$ cat src/rtl/matmul_pkg.sv
// Shared types and default widths for the 2x2 matrix-multiply job sequencer.
package matmul_pkg;

    localparam int DEF_DATA_WIDTH = 8;
    localparam int DEF_ACC_WIDTH  = 20;
    localparam int DEF_K_WIDTH    = 8;

    typedef enum logic [2:0] {
        IDLE  = 3'd0,
        CLEAR = 3'd1,
        ACCUM = 3'd2,
        DRAIN = 3'd3,
        DONE  = 3'd4
    } seq_state_t;

    // Per-state control flags; the sequencer registers these alongside the state.
    typedef struct packed {
        logic start_ready;
        logic op_ready;
        logic mac_clear;
        logic res_valid;
        logic busy;
    } seq_flags_t;

    function automatic seq_flags_t flags_for(input seq_state_t s);
        seq_flags_t f;
        f = '0;
        case (s)
            IDLE:    f.start_ready = 1'b1;
            CLEAR:   begin f.mac_clear = 1'b1; f.busy = 1'b1; end
            ACCUM:   begin f.op_ready  = 1'b1; f.busy = 1'b1; end
            DRAIN:   f.busy = 1'b1;
            DONE:    begin f.res_valid = 1'b1; f.busy = 1'b1; end
            default: f = '0;
        endcase
        return f;
    endfunction

endpackage

$ cat src/rtl/matmul_2x2_sequencer.sv
// Job-level controller for the 2x2 MAC array computing C = A(2xK) * B(Kx2).
// Accepts K, clears the array, streams K operand beats, waits one drain cycle,
// then presents the four accumulators as a single result beat.
// Optional build macro: MATMUL_SEQ_ABORT_EN adds an abort input that cancels a
// job in CLEAR/ACCUM/DRAIN and clears the array.
module matmul_2x2_sequencer
    import matmul_pkg::*;
#(
    parameter int DATA_WIDTH = DEF_DATA_WIDTH,
    parameter int ACC_WIDTH  = DEF_ACC_WIDTH,
    parameter int K_WIDTH    = DEF_K_WIDTH
) (
    input  logic                  clock,
    input  logic                  reset,
    // job descriptor
    input  logic                  start_valid,
    output logic                  start_ready,
    input  logic [K_WIDTH-1:0]    k_len,
`ifdef MATMUL_SEQ_ABORT_EN
    input  logic                  abort,
`endif
    // operand beats
    input  logic                  op_valid,
    output logic                  op_ready,
    input  logic [DATA_WIDTH-1:0] a_r0,
    input  logic [DATA_WIDTH-1:0] a_r1,
    input  logic [DATA_WIDTH-1:0] b_c0,
    input  logic [DATA_WIDTH-1:0] b_c1,
    // MAC array control and operands
    output logic                  mac_enable,
    output logic                  mac_clear,
    output logic [DATA_WIDTH-1:0] mac_a_00,
    output logic [DATA_WIDTH-1:0] mac_a_01,
    output logic [DATA_WIDTH-1:0] mac_a_10,
    output logic [DATA_WIDTH-1:0] mac_a_11,
    output logic [DATA_WIDTH-1:0] mac_b_00,
    output logic [DATA_WIDTH-1:0] mac_b_01,
    output logic [DATA_WIDTH-1:0] mac_b_10,
    output logic [DATA_WIDTH-1:0] mac_b_11,
    input  logic [ACC_WIDTH-1:0]  acc_00,
    input  logic [ACC_WIDTH-1:0]  acc_01,
    input  logic [ACC_WIDTH-1:0]  acc_10,
    input  logic [ACC_WIDTH-1:0]  acc_11,
    // result beat
    output logic                  res_valid,
    input  logic                  res_ready,
    output logic [ACC_WIDTH-1:0]  c_00,
    output logic [ACC_WIDTH-1:0]  c_01,
    output logic [ACC_WIDTH-1:0]  c_10,
    output logic [ACC_WIDTH-1:0]  c_11,
    output logic                  busy
);

    seq_state_t         r_state;
    seq_flags_t         r_flags;
    logic [K_WIDTH-1:0] r_count;
    logic [K_WIDTH-1:0] r_k;

    seq_state_t         w_state_next;
    logic               w_abort;
    logic               w_op_hs;
    logic               w_last_beat;
    logic               w_in_accum;

`ifdef MATMUL_SEQ_ABORT_EN
    // Abort only matters while a job is in flight; in IDLE and DONE it is ignored.
    assign w_abort = abort & ((r_state == CLEAR) | (r_state == ACCUM) | (r_state == DRAIN));
`else
    assign w_abort = 1'b0;
`endif

    assign w_in_accum  = r_flags.op_ready;
    // An abort wins over a simultaneous beat: the beat is neither accumulated nor counted.
    assign w_op_hs     = op_valid & r_flags.op_ready & ~w_abort;
    assign w_last_beat = (r_count == (r_k - K_WIDTH'(1)));

    // Next-state selection for the job FSM.
    always_comb begin
        w_state_next = r_state;
        case (r_state)
            IDLE:    if (start_valid) w_state_next = CLEAR;
            CLEAR:   w_state_next = (r_k != '0) ? ACCUM : DRAIN;
            ACCUM:   if (w_op_hs && w_last_beat) w_state_next = DRAIN;
            DRAIN:   w_state_next = DONE;
            DONE:    if (res_ready) w_state_next = IDLE;
            default: w_state_next = IDLE;
        endcase
        if (w_abort) begin
            w_state_next = IDLE;
        end
    end

    // State, beat counter, latched K and registered per-state flags.
    always_ff @(posedge clock or posedge reset) begin
        if (reset) begin
            r_state <= IDLE;
            r_flags <= flags_for(IDLE);
            r_count <= '0;
            r_k     <= '0;
        end else begin
            r_state <= w_state_next;
            r_flags <= flags_for(w_state_next);
            if (r_state == IDLE && start_valid) begin
                r_k <= k_len;
            end
            if (r_state == CLEAR) begin
                r_count <= '0;
            end else if (w_op_hs) begin
                r_count <= r_count + K_WIDTH'(1);
            end
        end
    end

    assign start_ready = r_flags.start_ready;
    assign op_ready    = r_flags.op_ready;
    assign res_valid   = r_flags.res_valid;
    assign busy        = r_flags.busy;

    // Enable fires in the handshake cycle so the array accumulates the beat on that edge.
    assign mac_enable  = w_op_hs;
    assign mac_clear   = r_flags.mac_clear | w_abort;

    // Row operand of A is shared along a row, column operand of B along a column.
    assign mac_a_00 = w_in_accum ? a_r0 : '0;
    assign mac_a_01 = w_in_accum ? a_r0 : '0;
    assign mac_a_10 = w_in_accum ? a_r1 : '0;
    assign mac_a_11 = w_in_accum ? a_r1 : '0;
    assign mac_b_00 = w_in_accum ? b_c0 : '0;
    assign mac_b_10 = w_in_accum ? b_c0 : '0;
    assign mac_b_01 = w_in_accum ? b_c1 : '0;
    assign mac_b_11 = w_in_accum ? b_c1 : '0;

    // The array is idle in DONE, so its accumulators are stable for the whole result beat.
    assign c_00 = r_flags.res_valid ? acc_00 : '0;
    assign c_01 = r_flags.res_valid ? acc_01 : '0;
    assign c_10 = r_flags.res_valid ? acc_10 : '0;
    assign c_11 = r_flags.res_valid ? acc_11 : '0;

endmodule

$ cat config.mk
export PLATFORM = sky130hd
export DESIGN_NAME = matmul_2x2_sequencer
export DESIGN_NICKNAME = d
export VERILOG_FILES = /design/src/rtl/matmul_pkg.sv /design/src/rtl/matmul_2x2_sequencer.sv
export SDC_FILE = /design/constraint.sdc
export NUM_CORES = 1
export LEC_CHECK = 0
export ABC_AREA = 1
export CAP_MARGIN = 25
export CORE_AREA = 5 5 103 105
export DETAILED_ROUTE_END_ITERATION = 10
export DIE_AREA = 0 0 108 110
export PLACE_DENSITY = 0.75
export SLEW_MARGIN = 20
export SYNTH_ARGS = -nofsm -noshare
export SYNTH_HDL_FRONTEND = slang
export SYNTH_SLANG_ARGS = --single-unit
$ cat constraint.sdc
create_clock -name clock -period 1.7 [get_ports clock]
set_input_delay 0.34 -clock clock [delete_from_list [all_inputs] [get_ports clock]]
set_output_delay 0.34 -clock clock [all_outputs]
set_load 0.005 [all_outputs]
# --- Word-level counts from Yosys, hierarchy flattened ---
# Index checks and enable logic that the tools add are counted.
word_totals:
  elab_cells: 47
  regBits: 24
op_classes:
  bitwise_logic: 1
  addsub: 2
  reduce_logical: 7
  n_eq_ne: 9
  n_mux: 20
ops:
  columns: ["operator", "n"]
  rows:
  - ["$mux 20", 4]
  - ["$mux 8", 6]
  - ["$pmux 3 s5", 1]
  - ["$eq 3x2->1 const B", 4]
  - ["$mux 3", 3]
  - ["$add 8x1->8 const B", 1]
  - ["$eq 8x8->1", 1]
  - ["$reduce_bool 8->1", 1]
  - ["$sub 8x1->8 const B", 1]
  - ["$eq 3x1->1 const B", 2]
  - ["$eq 3x3->1 const B", 2]
  - ["$logic_not 3->1", 2]
  - ["$mux 1", 6]
  - ["$reduce_or 4->1", 1]
  - ["$logic_and 1x1->1", 2]
  - ["$reduce_bool 2->1", 1]
  - ["$and 1x1->1", 1]

# --- Depth between registers and ports, before layout ---
logic_depth:
  ltp_word: 8
  depth_mapped: 12
  depth_no_buf: 12

# --- Least setup slack after synthesis ---
# Ideal clock, no wire load.
synth_timing:
  path_type: "reg2reg"
  from: "reg r_k[0]"
  to: "reg r_flags (netlist bit start_ready)"
  arrival_time_ps: 1391
  t_required_ps: 1633
  path_buffers: 0
  stages_incl_launch_ff: 11
  slack_ps: 241
  synth_period_minus_slack_ps: 1459
  path_cell_list: "dfrtp_1 inv_1 ha_1 or2_2 nand3_1 nor2_1 nand3_1 nor2_1 nand2_1 nand2_2 nor2_1"
synth_via:
  elab_chain_len: 7
  word_cells_on_any_way: 9
  classes_between: "1 x add/sub; 1 x eq/ne; 4 x mux; 3 x reduce/logical"
synth_rtl:
  columns: ["item", "line_no", "source"]
  rows:
  - ["from (decl)", "matmul_2x2_sequencer.sv:57", "logic [K_WIDTH-1:0] r_k;"]
  - ["from (signal assigned)", "matmul_2x2_sequencer.sv:104", "r_k <= k_len;"]
  - ["$sub 8x1->8", "matmul_2x2_sequencer.sv:75", "assign w_last_beat = (r_count == (r_k - K_WIDTH'(1)));"]
  - ["$eq 8x8->1", "matmul_2x2_sequencer.sv:75", null]
  - ["$logic_and 1x1->1", "matmul_2x2_sequencer.sv:83", "ACCUM: if (w_op_hs && w_last_beat) w_state_next = DRAIN;"]
  - ["$mux 3", "matmul_2x2_sequencer.sv:83", null]
  - ["$pmux 3 s5 (*)", "matmul_2x2_sequencer.sv:80", "case (r_state)"]
  - ["named net w_state_next[0]", "matmul_2x2_sequencer.sv:59", "seq_state_t w_state_next;"]
  - ["$logic_not 3->1 (*)", "matmul_pkg.sv:28", "case (s)"]
  - ["$mux 1 (*)", "matmul_pkg.sv:28", null]
  - ["to (signal assigned)", "matmul_2x2_sequencer.sv:97", "r_flags <= flags_for(IDLE);"]
  - ["to (signal assigned)", "matmul_2x2_sequencer.sv:102", "r_flags <= flags_for(w_state_next);"]
  - ["to (decl)", "matmul_2x2_sequencer.sv:55", "seq_flags_t r_flags;"]
# Mark *: on every way through the listed nets, which the timed path passes. The rest lies on a longest branch.
# A chain may end at the register's enable or synchronous reset.

# --- Worst setup path after layout ---
layout_timing:
  from: "reg r_flags (netlist bit res_valid)"
  to: "out c_10[7]"
layout_via:
  elab_chain_len: 1
layout_rtl:
  columns: ["item", "line_no", "source"]
  rows:
  - ["$mux 20", "matmul_2x2_sequencer.sv:136", "assign c_10 = r_flags.res_valid ? acc_10 : '0;"]
  - ["to (decl)", "matmul_2x2_sequencer.sv:49", "output logic [ACC_WIDTH-1:0] c_10,"]
# No other way between the ends.

==> metrics <==
status=finished, violations left; failing checks=negative setup slack; P_leak=3.643 nW; number of max-cap violations=0; Worst-Skew Late Latency=270 ps; Top-Level Pins=275; Power Dens Cells=1039 mW/mm^2; Critical path buffers and inverters=6; endpoint class of the critical path=output pin; Syn. warnings=0; Arr. time, crit path=1450 ps; slowest stage delay, CP=440 ps; Top delay family on crit path=buffers and inverters; Slew @ Worst Pin=327.8 ps; Crit Reg-Reg Endpoint=op_ready; DIE WIDTH=108 um; number of CTS-inserted buffers=3; antenna viol nets, final=0; initial DRC count=251; worst reg-to-reg setup slack=120 ps; flops & latches, synth=24; clk sinks=24; Cells after Synth=448; Cell Count, Final, Fillers Out=836; final layout net count=831; DP HPWL=10370 um; Post-synth top cells=162 x nand2_1, 138 x inv_1, 32 x buf_4; largest net degree at the start of global routing=31; Avg WL per Cell=15.48 um; CP max FO=7; Die Span Y=110 um; Max IR drop VDD=0.0004034 V; endpoints failing setup=21; initial antenna violation count=0; count leader, synth=nand2_1; Mean Syn Cell Area=5.432 um^2; Hold Slack=407.6 ps; fin crit share=105.2%; CTS Root Cell=clkbuf_8; critical path depth in cells=7; HP Class=in2async; Synth cell types=26; # rows=36; Initial Utilization=25.48%; ranking of synthesized cells by area=nand2_1 25%, dfrtp_1 24%, inv_1 21%; crit path launch type=flop; gr usage total=19.60%; Die Area=0.01188 mm^2; Yosys top cell by area=nand2_1; Post-route DRC=0; RSZ-0062 raised after global routing=true; Clock Skews=6.774 ps; Tmin final=1788 ps; Final Hold Viols=0; slew margin rel.=78.09%; clk slew on worst S/H paths=90 ps; H-tree lvl count=1; number of global-route vias before repair=3583; Port Buf Inserts=274; share of cells above drive strength 1=17.21%; CTS max path bufs=2; via count=3487; sequential-to-total area share from yosys stat=24.73%; Final Wtd Congestion=0.8604; Mapped Nets=575; setup ws final=-87.80 ps; GR Overflow Total=0; reg-to-reg startpoint=op_ready; Syn-to-layout area delta=115.4%; synthesized cell area=0.002434 mm^2; Post-synth top flop=dfrtp_1; CP cell instances=buf_6 -> buf_8 -> buf_12 -> buf_16 -> nand2_2 -> inv_1 -> buf_2; async set-reset flop share out of synthesis=100.0%; worst r2r path cells=12; DRT Pass-1 Iters=5; critical path class=reg2out; Max Freq=559.3 MHz; Synth top area share=24.99%; global-route wire length before repair=18220 um; Hold-fix buffers, CTS=0; DR vias/cell=4.171; Inserted Diodes=0; EDFF count, synth=0; core footprint=0.009549 mm^2; max-slew violation count=0; worst path required time=1360 ps; slowest cell on the critical path=dfrtp_2; Inst Count DP=817; final wirelength=12940 um; CTS tree=yes
-- where the power goes --
group	switching, W	leakage [nW]	internal [W]
combinational	0.00197	3.32	0.00210
clock	0.000186	0.0228	0.000168
sequential	0.000221	0.305	0.000796
total	0.00238	3.64	0.00307
-- timing repair --
item / CTS / global route
setup buffers: 7 / 3
resized for setup: 202 / 183
gates cloned: 4 / 3
endpoints found under the setup margin: 147 / 115
pin swaps: 0 / 6
-- through the flow --
step	total power (W)	worst slack, ps	utilization (%)	setup TNS, ps	instance area [um^2]
floorplan	0.002803	241.4	-	0	2434
global placement	0.004852	-186.1	53.79	-8625	5136
detailed placement	0.004902	-173.0	53.79	-9255	5136
CTS	0.005245	-218.2	53.96	-6634	5152
global route	0.005966	-140.9	54.89	-2546	5241
finish	0.005448	-87.80	54.89	-1310	5241
-- state kept, by name, indices dropped and copies added (netlist names) --
name,flops
r_state,3
mac_clear,1
res_valid,1
op_ready,1
busy,1
r_count,8
start_ready,1
r_k,8
-- worst min-delay path: cells and delay by family --
family | cells | cell delay [ps]
buffers and inverters | 3 | 740
-- layer usage --
metal / track usage, % / part of all wire (%) / vias to the layer above
met5: 0 / 0 / -
met4: 6.763 / 2.4 / 0
met3: 7.164 / 11 / 19
met2: 37.21 / 53 / 201
met1: 19.71 / 34 / 1539
li1: - / - / 1728
-- layout make-up --
cell class	instances	area, um^2
fill	896	4308
timing repair buffer	298	2828
multi-input combinational	237	1072
sequential	24	604.3
inverter	140	525.5
tap	133	166.4
clock buffer	4	45.04
-- cell usage in the layout, fill, tap and decap left out, types with 5 or more instances in the layout --
master | Yosys | final
buf_2 | 3 | 21
buf_4 | 32 | 9
buf_6 | 0 | 5
clkbuf_2 | 0 | 42
clkdlybuf4s15_1 | 0 | 50
clkdlybuf4s50_1 | 0 | 127
dfrtp_1 | 23 | 21
dlygate4sd2_1 | 0 | 13
dlymetal6s2s_1 | 0 | 20
inv_1 | 138 | 135
nand2_1 | 162 | 147
nand2_2 | 2 | 15
nand3_1 | 19 | 19
nor2_1 | 20 | 19
o21ai_0 | 13 | 13
-- how the worst max path moves through the flow --
| stage | end | startpoint | slack (ps) |
|---|---|---|---|
| 2_1_floorplan | start_ready | r_k[0] | 240 |
| 3_3_place_gp | c_01[16] | acc_01[16] | -190 |
| 3_5_place_dp | c_01[16] | acc_01[16] | -170 |
| 4_1_cts | c_01[16] | res_valid | -220 |
| 5_1_grt | c_10[7] | res_valid | -140 |
| 6_report | c_10[7] | res_valid | -90 |
-- logic make-up after synthesis --
logic type,count (synthesis),synth area share [%]
AO/OA/AOI/OAI,24,5.347
adder cells (fa/ha/maj),2,1.028
XOR/XNOR,1,0.3600
buffers and inverters,187,33.93
flip-flops,24,24.73
AND/OR/NAND/NOR,210,34.60
No activity file was read; power rests on OpenSTA's default activity.
